### src/rtl/ecb_row_decrypt.sv
// Row-oriented ECB decryptor: each ciphertext word is XORed with a per-row key,
// streamed out through a one-word output register with valid/ready handshakes.
module ecb_row_decrypt #(
    parameter int BLOCK_SIZE = 32,
    parameter int HSIZE      = 768
) (
    input  logic                  clk,
    input  logic                  rst_n,
    input  logic [BLOCK_SIZE-1:0] key,
    input  logic                  key_load,
    input  logic                  ct_valid,
    output logic                  ct_ready,
    input  logic [BLOCK_SIZE-1:0] ct_data,
    output logic                  pt_valid,
    input  logic                  pt_ready,
    output logic [BLOCK_SIZE-1:0] pt_data,
    output logic                  pt_last,
    output logic                  row_done,
    output logic                  busy
);
    localparam int WORDS = HSIZE / BLOCK_SIZE;
    localparam int CNT_W = (WORDS > 1) ? $clog2(WORDS) : 1;
    localparam logic [CNT_W-1:0] LAST_IDX = CNT_W'(WORDS - 1);

    typedef enum logic [1:0] {IDLE, RUN, DRAIN} state_t;

    state_t                state_reg;
    logic [BLOCK_SIZE-1:0] key_reg;
    logic [CNT_W-1:0]      word_cnt_reg;
    logic [BLOCK_SIZE-1:0] plain_word;
    logic                  key_take;
    logic                  ct_accept;
    logic                  pt_fire;

    // Key bit i decrypts data bit i.
    for (genvar gi = 0; gi < BLOCK_SIZE; gi++) begin : g_xor
        assign plain_word[gi] = ct_data[gi] ^ key_reg[gi];
    end

    // A key reload is only honoured at a row boundary and steals that cycle's accept slot.
    always_comb begin
        key_take  = key_load && (word_cnt_reg == '0);
        ct_ready  = (state_reg == RUN) && (!pt_valid || pt_ready) && !key_take;
        ct_accept = ct_valid && ct_ready;
        pt_fire   = pt_valid && pt_ready;
        busy      = (state_reg != IDLE);
    end

    always_ff @(posedge clk or negedge rst_n) begin
        if (!rst_n) begin
            state_reg    <= IDLE;
            key_reg      <= '0;
            word_cnt_reg <= '0;
            pt_valid     <= 1'b0;
            pt_data      <= '0;
            pt_last      <= 1'b0;
            row_done     <= 1'b0;
        end else begin
            row_done <= 1'b0;
            case (state_reg)
                IDLE: begin
                    if (key_load) begin
                        key_reg      <= key;
                        word_cnt_reg <= '0;
                        state_reg    <= RUN;
                    end
                end
                RUN: begin
                    if (key_take) begin
                        key_reg <= key;
                    end
                    if (ct_accept) begin
                        pt_data  <= plain_word;
                        pt_valid <= 1'b1;
                        pt_last  <= (word_cnt_reg == LAST_IDX);
                        if (word_cnt_reg == LAST_IDX) begin
                            word_cnt_reg <= '0;
                            state_reg    <= DRAIN;
                        end else begin
                            word_cnt_reg <= word_cnt_reg + CNT_W'(1);
                        end
                    end else if (pt_fire) begin
                        pt_valid <= 1'b0;
                        pt_last  <= 1'b0;
                    end
                end
                DRAIN: begin
                    // Only the row's last word can be in the output register here.
                    if (pt_fire) begin
                        pt_valid  <= 1'b0;
                        pt_last   <= 1'b0;
                        row_done  <= 1'b1;
                        state_reg <= RUN;
                    end
                end
                default: state_reg <= IDLE;
            endcase
        end
    end
endmodule
### config.mk
export PLATFORM = sky130hd
export DESIGN_NAME = ecb_row_decrypt
export DESIGN_NICKNAME = d
export VERILOG_FILES = /design/src/rtl/ecb_row_decrypt.sv
export SDC_FILE = /design/constraint.sdc
export NUM_CORES = 1
export LEC_CHECK = 0
export CORE_UTILIZATION = 50
export CTS_CLUSTER_SIZE = 25
export DETAILED_ROUTE_END_ITERATION = 7
export PLACE_DENSITY = 0.95
export SKIP_CTS_REPAIR_TIMING = 1
export SKIP_LAST_GASP = 1
export SLEW_MARGIN = 20
export SYNTH_ARGS = -nofsm -noshare
export SYNTH_HDL_FRONTEND = slang
export SYNTH_SLANG_ARGS = --single-unit
### constraint.sdc
create_clock -name clk -period 2.9 [get_ports clk]
set_clock_uncertainty 0.2 [all_clocks]
set_input_delay 0.58 -clock clk [delete_from_list [all_inputs] [get_ports clk]]
set_output_delay 0.58 -clock clk [all_outputs]
set_load 0.02 [all_outputs]
==> flow_metrics.py, run 1 <==
metrics = {
    "synthesis": {
        "synth-edff-count": 0,
        "ys_seq_area_share_pct": 56.0,
        "yosys_warnings": 0,
        "syn_inst": 279,
        "syn_nets": 354,
        "synth.ff_latch_count": 74,
        "syn_avg_cell_area_um2": 11.8,
        "async_flop_share_pct": 100,
        "ys.flop_type": "dfrtp_1",
        "netlist_area_um2": 3310,
        "ys_types": 39,
    },
    "clock_network": {
        "clockRootBuffer": "clkbuf_8",
        "clock-sinks": 74,
        "cts_tree": "built",
        "cts_htree_levels": 3,
        "clk_latency_ns": 0.33,
        "clockBufferDepth": 2,
        "cts.clk_slew.worst_paths_ns": 0.08,
        "cts_inserted_buffers": 9,
    },
    "die": {
        "core-area_um2": 6350,
        "die_w_um": 83.3,
        "die-height_um": 83.3,
        "io_pins": 106,
        "start_util_pct": 52.1,
        "fp-row-count": 29,
        "die_area_um2": 6940,
    },
    "timing": {
        "hold_viol_final": 0,
        "setup_viol": 0,
        "min_period_ns": 2.63,
        "slew_viol_final": 0,
        "grt_setup_unrepaired": "no",
        "fin_crit_sh_pct": 90.6,
        "max_slew.worst_pin.slew_ns": 0.913,
        "maxSlewHeadroom_pct": 39.1,
        "max_clock_freq_mhz": 380,
    },
    "pwr": {
        "p_sw_share_pct": 35.6,
        "total_power_uw": 5340,
        "peakVddDrop_v": 0.000654,
        "power_frac_comb_pct": 49.5,
        "seqPwrFrac_pct": 34.5,
        "p_int_uw": 3440,
        "switchingPower_uw": 1910,
        "p_per_area_nw_per_um2": 1140,
        "p_leak_uw": 0.00193,
        "power.share.clock_pct": 16.0,
    },
    "placed_design": {
        "dp_cells": 457,
        "portBuffers": 105,
        "dpl.hpwl_um": 4970,
        "gp_congestion": 0.854,
    },
    "route": {
        "route.detailed.drc": 0,
        "num_vias": 2439,
        "routedLengthMet1_um": 2830,
        "dr.pass1.iters": 4,
        "wl_um": 6870,
        "top_layer": "met4",
        "avgRoutedWirePerCell_um": 14.5,
        "ant_nets": 0,
        "met2_length_um": 3550,
        "routed_via_density": 5.16,
        "wl_met3_um": 398,
        "drtIter0Drc": 89,
    },
    "hold_path": {
        "hold_path_class": "in -> async",
    },
    "job": {
        "drv_cap": 0,
    },
    "run_status": {
        "status": "finished clean",
    },
    "critical_path": {
        "cp_top_family": "buffers and inverters",
        "cp_cell_sequence": "inv_1, ha_1, inv_1, clkdlybuf4s50_1",
        "cpMostUsedCell": "inv_1",
        "cp-start-kind": "flip-flop",
        "slowest_delay_ns": 0.61,
        "arrival_ns": 1.85,
        "crit_slowest_cell": "clkdlybuf4s50_1",
        "critPathKind": "reg -> out",
        "cp-end-kind": "output port",
        "crit_buf_inv": 3,
        "rrSetupSlack_ns": 0.71,
        "cp_max_fo": 5,
        "required_ns": 2.12,
    },
    "cells_and_area": {
        "stdcell_count": 473,
        "fillCellCount": 431,
        "drive_above_1_share_pct": 15.7,
        "final_nets": 466,
        "seqCellArea_um2": 1850,
        "area_growth_pct": 41.6,
        "n_antenna_cell": 0,
        "multi_input_area_um2": 1350,
    },
    "grt": {
        "grt_overflow": 0,
        "grt_start_max_net_pins": 75,
        "grt_pass1_wl_um": 11700,
        "antenna_found_initial": 0,
        "grt_usage_pct": 21.2,
        "grt_pass1_vias": 2554,
    },
}
-- synthesized netlist by cell type, drive strengths merged (2+ instances only) --
cell | n | share of area (%)
a21oi | 37 | 5.6
and2b | 2 | 0.53
buf | 11 | 2.2
dfrtp | 74 | 56
ha | 6 | 2.3
inv | 8 | 0.91
mux2 | 32 | 11
nand2 | 10 | 1.1
nand2b | 2 | 0.38
nand3 | 3 | 0.45
nor2 | 39 | 4.7
o21ai | 3 | 0.45
o2bb2ai | 2 | 0.53
xnor2 | 32 | 8.5
-- layout by cell type, fill, tap and decap left out, types with 2 or more instances in the layout --
| cell | synthesis | final |
|---|---|---|
| clkdlybuf4s50_1 | 0 | 103 |
| dfrtp_1 | 74 | 74 |
| nor2_1 | 37 | 37 |
| a21oi_1 | 37 | 37 |
| xnor2_1 | 32 | 32 |
| mux2_2 | 30 | 30 |
| nand2_1 | 10 | 10 |
| clkbuf_8 | 0 | 9 |
| inv_1 | 7 | 7 |
| ha_1 | 6 | 6 |
| buf_4 | 4 | 5 |
| nand3_1 | 3 | 3 |
| buf_12 | 0 | 3 |
| nand2b_1 | 2 | 2 |
| and2b_2 | 2 | 2 |
| o21ai_0 | 2 | 2 |
| mux2_1 | 2 | 2 |
| o2bb2ai_1 | 2 | 2 |
| clkbuf_1 | 0 | 2 |
| clkinv_2 | 0 | 2 |
| bufinv_16 | 0 | 2 |
-- path summary, 6_finish.rpt --
kind / from / to / cells after the start
max: state_reg[1] / busy / 4
min: rst_n / word_cnt_reg[4] / 1
max reg2reg: state_reg[1] / word_cnt_reg[2] / 8
min reg2reg: key_reg[5] / key_reg[5] / 1
max in group asynchronous: rst_n / pt_data[10] / 1
min in group clk: key_reg[5] / key_reg[5] / 1
-- power groups by stage --
stage               clock [uW]  combinational, uW  sequential, uW
finish                     853               2650            1840
global route               917               2870            1910
CTS                        876               2680            1850
detailed placement           0               2660            1870
global placement             0               2570            1840
floorplan                    0               1450            2090
-- layout make-up --
cell class | count | share of cell area [%]
flip-flops and latches | 74 | 39.6
well taps | 77 | 2.06
inverters | 8 | 0.641
repair buffers | 112 | 24.4
clock buffers | 11 | 2.81
clock inverters | 5 | 1.68
multi-input cells | 186 | 28.9
-- per-layer routing --
| layer | up-vias | track usage (%) |
|---|---|---|
| met5 | - | 0 |
| met4 | 0 | 6.58 |
| met3 | 10 | 6.26 |
| met2 | 84 | 37.0 |
| met1 | 1171 | 25.3 |
| li1 | 1174 | - |
-- kinds of logic after synthesis --
| kind of cell | count (synthesis) | synth area share (%) |
|---|---|---|
| muxes | 33 | 11.2 |
| adders and majority gates | 6 | 2.27 |
| buffers and inverters | 19 | 3.07 |
| and+or+nand+nor | 62 | 8.86 |
| DFF | 74 | 56.0 |
| AOI/OAI and AO/OA | 53 | 10.1 |
| xor gates and xnor gates | 32 | 8.48 |
-- stage by stage --
step	hold slack [ns]	setup TNS [ns]	area, um^2	utilization [%]	setup WS [ns]
4_1_cts	0.213	-0.0184	4680	73.7	-0.0184
3_5_place_dp	0.307	0	4470	70.4	0.0279
2_1_floorplan	0.0844	0	3310	-	0.802
3_3_place_gp	0.296	0	4470	70.4	0.0266
5_1_grt	0.241	0	4680	73.7	0.163
6_report	0.177	0	4680	73.7	0.272
Power figures use the tool's default switching activity.
==> inputs of run 2 (changes only) <==
CORE_UTILIZATION = 40   (was 50)
PLACE_DENSITY = 0.81   (was 0.95)
TNS_END_PERCENT = 10   (was not set)
==> run 2 against run 1 <==
Wire length down 2.1%. Via count is 1.2% lower. Die area is 24% higher. Cell count increased by 5.3%. Critical path depth unchanged. Core utilization is 14 points lower. Combinational power shrank 3%. Maximum frequency grew 1.2%. First-iteration DRC count shrank 11%. Critical endpoint unchanged. Highest routed layer unchanged.
==> flow_metrics.py, run 2 (same netlist as run 1, synthesis figures left out) <==
metrics = {
    "route": {
        "ant_nets": 0,
        "num_vias": 2409,
        "drtIter0Drc": 79,
        "dr.pass1.iters": 4,
        "avgRoutedWirePerCell_um": 13.5,
        "routed_via_density": 4.84,
        "wl_um": 6720,
        "route.detailed.drc": 0,
    },
    "job": {
        "drv_cap": 0,
    },
    "timing": {
        "maxSlewHeadroom_pct": 38.4,
        "min_period_ns": 2.60,
        "setup_viol": 0,
        "hold_viol_final": 0,
        "fin_tns_setup_ns": 0,
        "max_slew.worst_pin.slew_ns": 0.924,
        "max_clock_freq_mhz": 385,
        "slew_viol_final": 0,
        "fin_crit_sh_pct": 89.6,
        "grt_setup_unrepaired": "no",
    },
    "critical_path": {
        "reg2reg_depth": 9,
        "required_ns": 2.12,
        "cp-end-kind": "output port",
        "critPathKind": "reg -> out",
        "cp-start-kind": "flip-flop",
        "cp_max_fo": 5,
        "arrival_ns": 1.82,
    },
    "cells_and_area": {
        "stdcell_count": 498,
        "area_growth_pct": 42.8,
        "n_antenna_cell": 0,
        "final_cell_mix": "clkdlybuf4s50_1, dfrtp_1, nor2_1, a21oi_1, xnor2_1",
        "final_common_cell": "clkdlybuf4s50_1",
        "final_nets": 466,
        "drive_above_1_share_pct": 15.7,
    },
    "die": {
        "die_w_um": 92.9,
        "die-height_um": 92.9,
        "io_pins": 106,
        "start_util_pct": 42.1,
        "die_area_um2": 8630,
        "fp-row-count": 32,
        "core-area_um2": 7850,
    },
    "pwr": {
        "switchingPower_uw": 1880,
        "p_leak_uw": 0.00194,
        "p_per_area_nw_per_um2": 1140,
        "power.share.clock_pct": 17.8,
        "p_int_uw": 3510,
        "total_power_uw": 5390,
        "seqPwrFrac_pct": 34.4,
        "power_frac_comb_pct": 47.8,
        "p_sw_share_pct": 34.8,
        "peakVddDrop_v": 0.000495,
    },
    "placed_design": {
        "portBuffers": 105,
        "dp_cells": 482,
        "gp_congestion": 0.840,
        "dpl.hpwl_um": 4910,
    },
    "clock_network": {
        "clock-sinks": 74,
        "cts_htree_levels": 3,
        "clockRootBuffer": "clkbuf_8",
        "clk_latency_ns": 0.33,
        "cts.clk_slew.worst_paths_ns": 0.07,
        "cts_inserted_buffers": 9,
        "clockBufferDepth": 2,
        "cts_tree": "built",
    },
    "hold_path": {
        "hold_path_class": "in -> async",
    },
    "run_status": {
        "status": "finished clean",
    },
    "grt": {
        "grt_pass1_wl_um": 11200,
        "antenna_found_initial": 0,
        "grt_pass1_vias": 2473,
        "grt_overflow": 0,
        "grt_start_max_net_pins": 75,
        "grt_usage_pct": 16.7,
    },
}
==> run 2: power by group through the flow <==
stage          registers (uW)  clock network [uW]  logic (uW)
3_5_place_dp             1870                   0        2610
5_1_grt                  1920                1040        2800
2_1_floorplan            2090                   0        1450
3_3_place_gp             1850                   0        2540
6_report                 1850                 960        2580
4_1_cts                  1860                 989        2620
==> run 2: metrics by stage <==
| stage | instance area (um^2) | utilization, % | hold slack [ns] | worst slack, ns |
|---|---|---|---|---|
| final | 4720 | 60.2 | 0.168 | 0.302 |
| after global routing | 4720 | 60.2 | 0.265 | 0.203 |
| after CTS | 4720 | 60.1 | 0.213 | 0.0177 |
| after detailed placement | 4480 | 57.0 | 0.295 | 0.0226 |
| after global placement | 4480 | 57.0 | 0.299 | 0.0576 |
| after floorplan | 3310 | - | 0.0844 | 0.802 |
==> run 2: final timing paths <==
| path | startpoint | endpoint | slack, ns |
|---|---|---|---|
| setup / recovery | state_reg[0] | busy | 0.30 |
| hold / removal | rst_n | row_done | 0.17 |
| setup reg to reg | state_reg[1] | state_reg[1] | 0.70 |
| hold reg to reg | key_reg[5] | key_reg[5] | 0.32 |
| max in group asynchronous | rst_n | pt_data[8] | 1.72 |
| min in group clk | key_reg[5] | key_reg[5] | 0.32 |
==> run 2: final cells by class <==
class                   count  area (um^2)
clock inverters             4         98.8
flip-flops and latches     74         1850
clock buffers              12          145
fillers                   664         3130
inverters                   8         30.0
multi-input cells         186         1350
repair buffers            112         1120
well taps                 102          128
==> run 2: critical path, cell delays in order (launching register included) <==
cell             delay (ns)
dfrtp_1                0.38
inv_1                  0.09
ha_1                   0.28
inv_1                  0.13
clkdlybuf4s50_1        0.61
==> run 2: per-layer routing <==
| layer | up-vias | global-route usage [%] | routed length [um] |
|---|---|---|---|
| met5 | - | 0 | 0 |
| met4 | 0 | 6.15 | 63 |
| met3 | 9 | 4.76 | 457 |
| met2 | 84 | 28.2 | 3380 |
| met1 | 1141 | 20.4 | 2820 |
| li1 | 1175 | - | - |
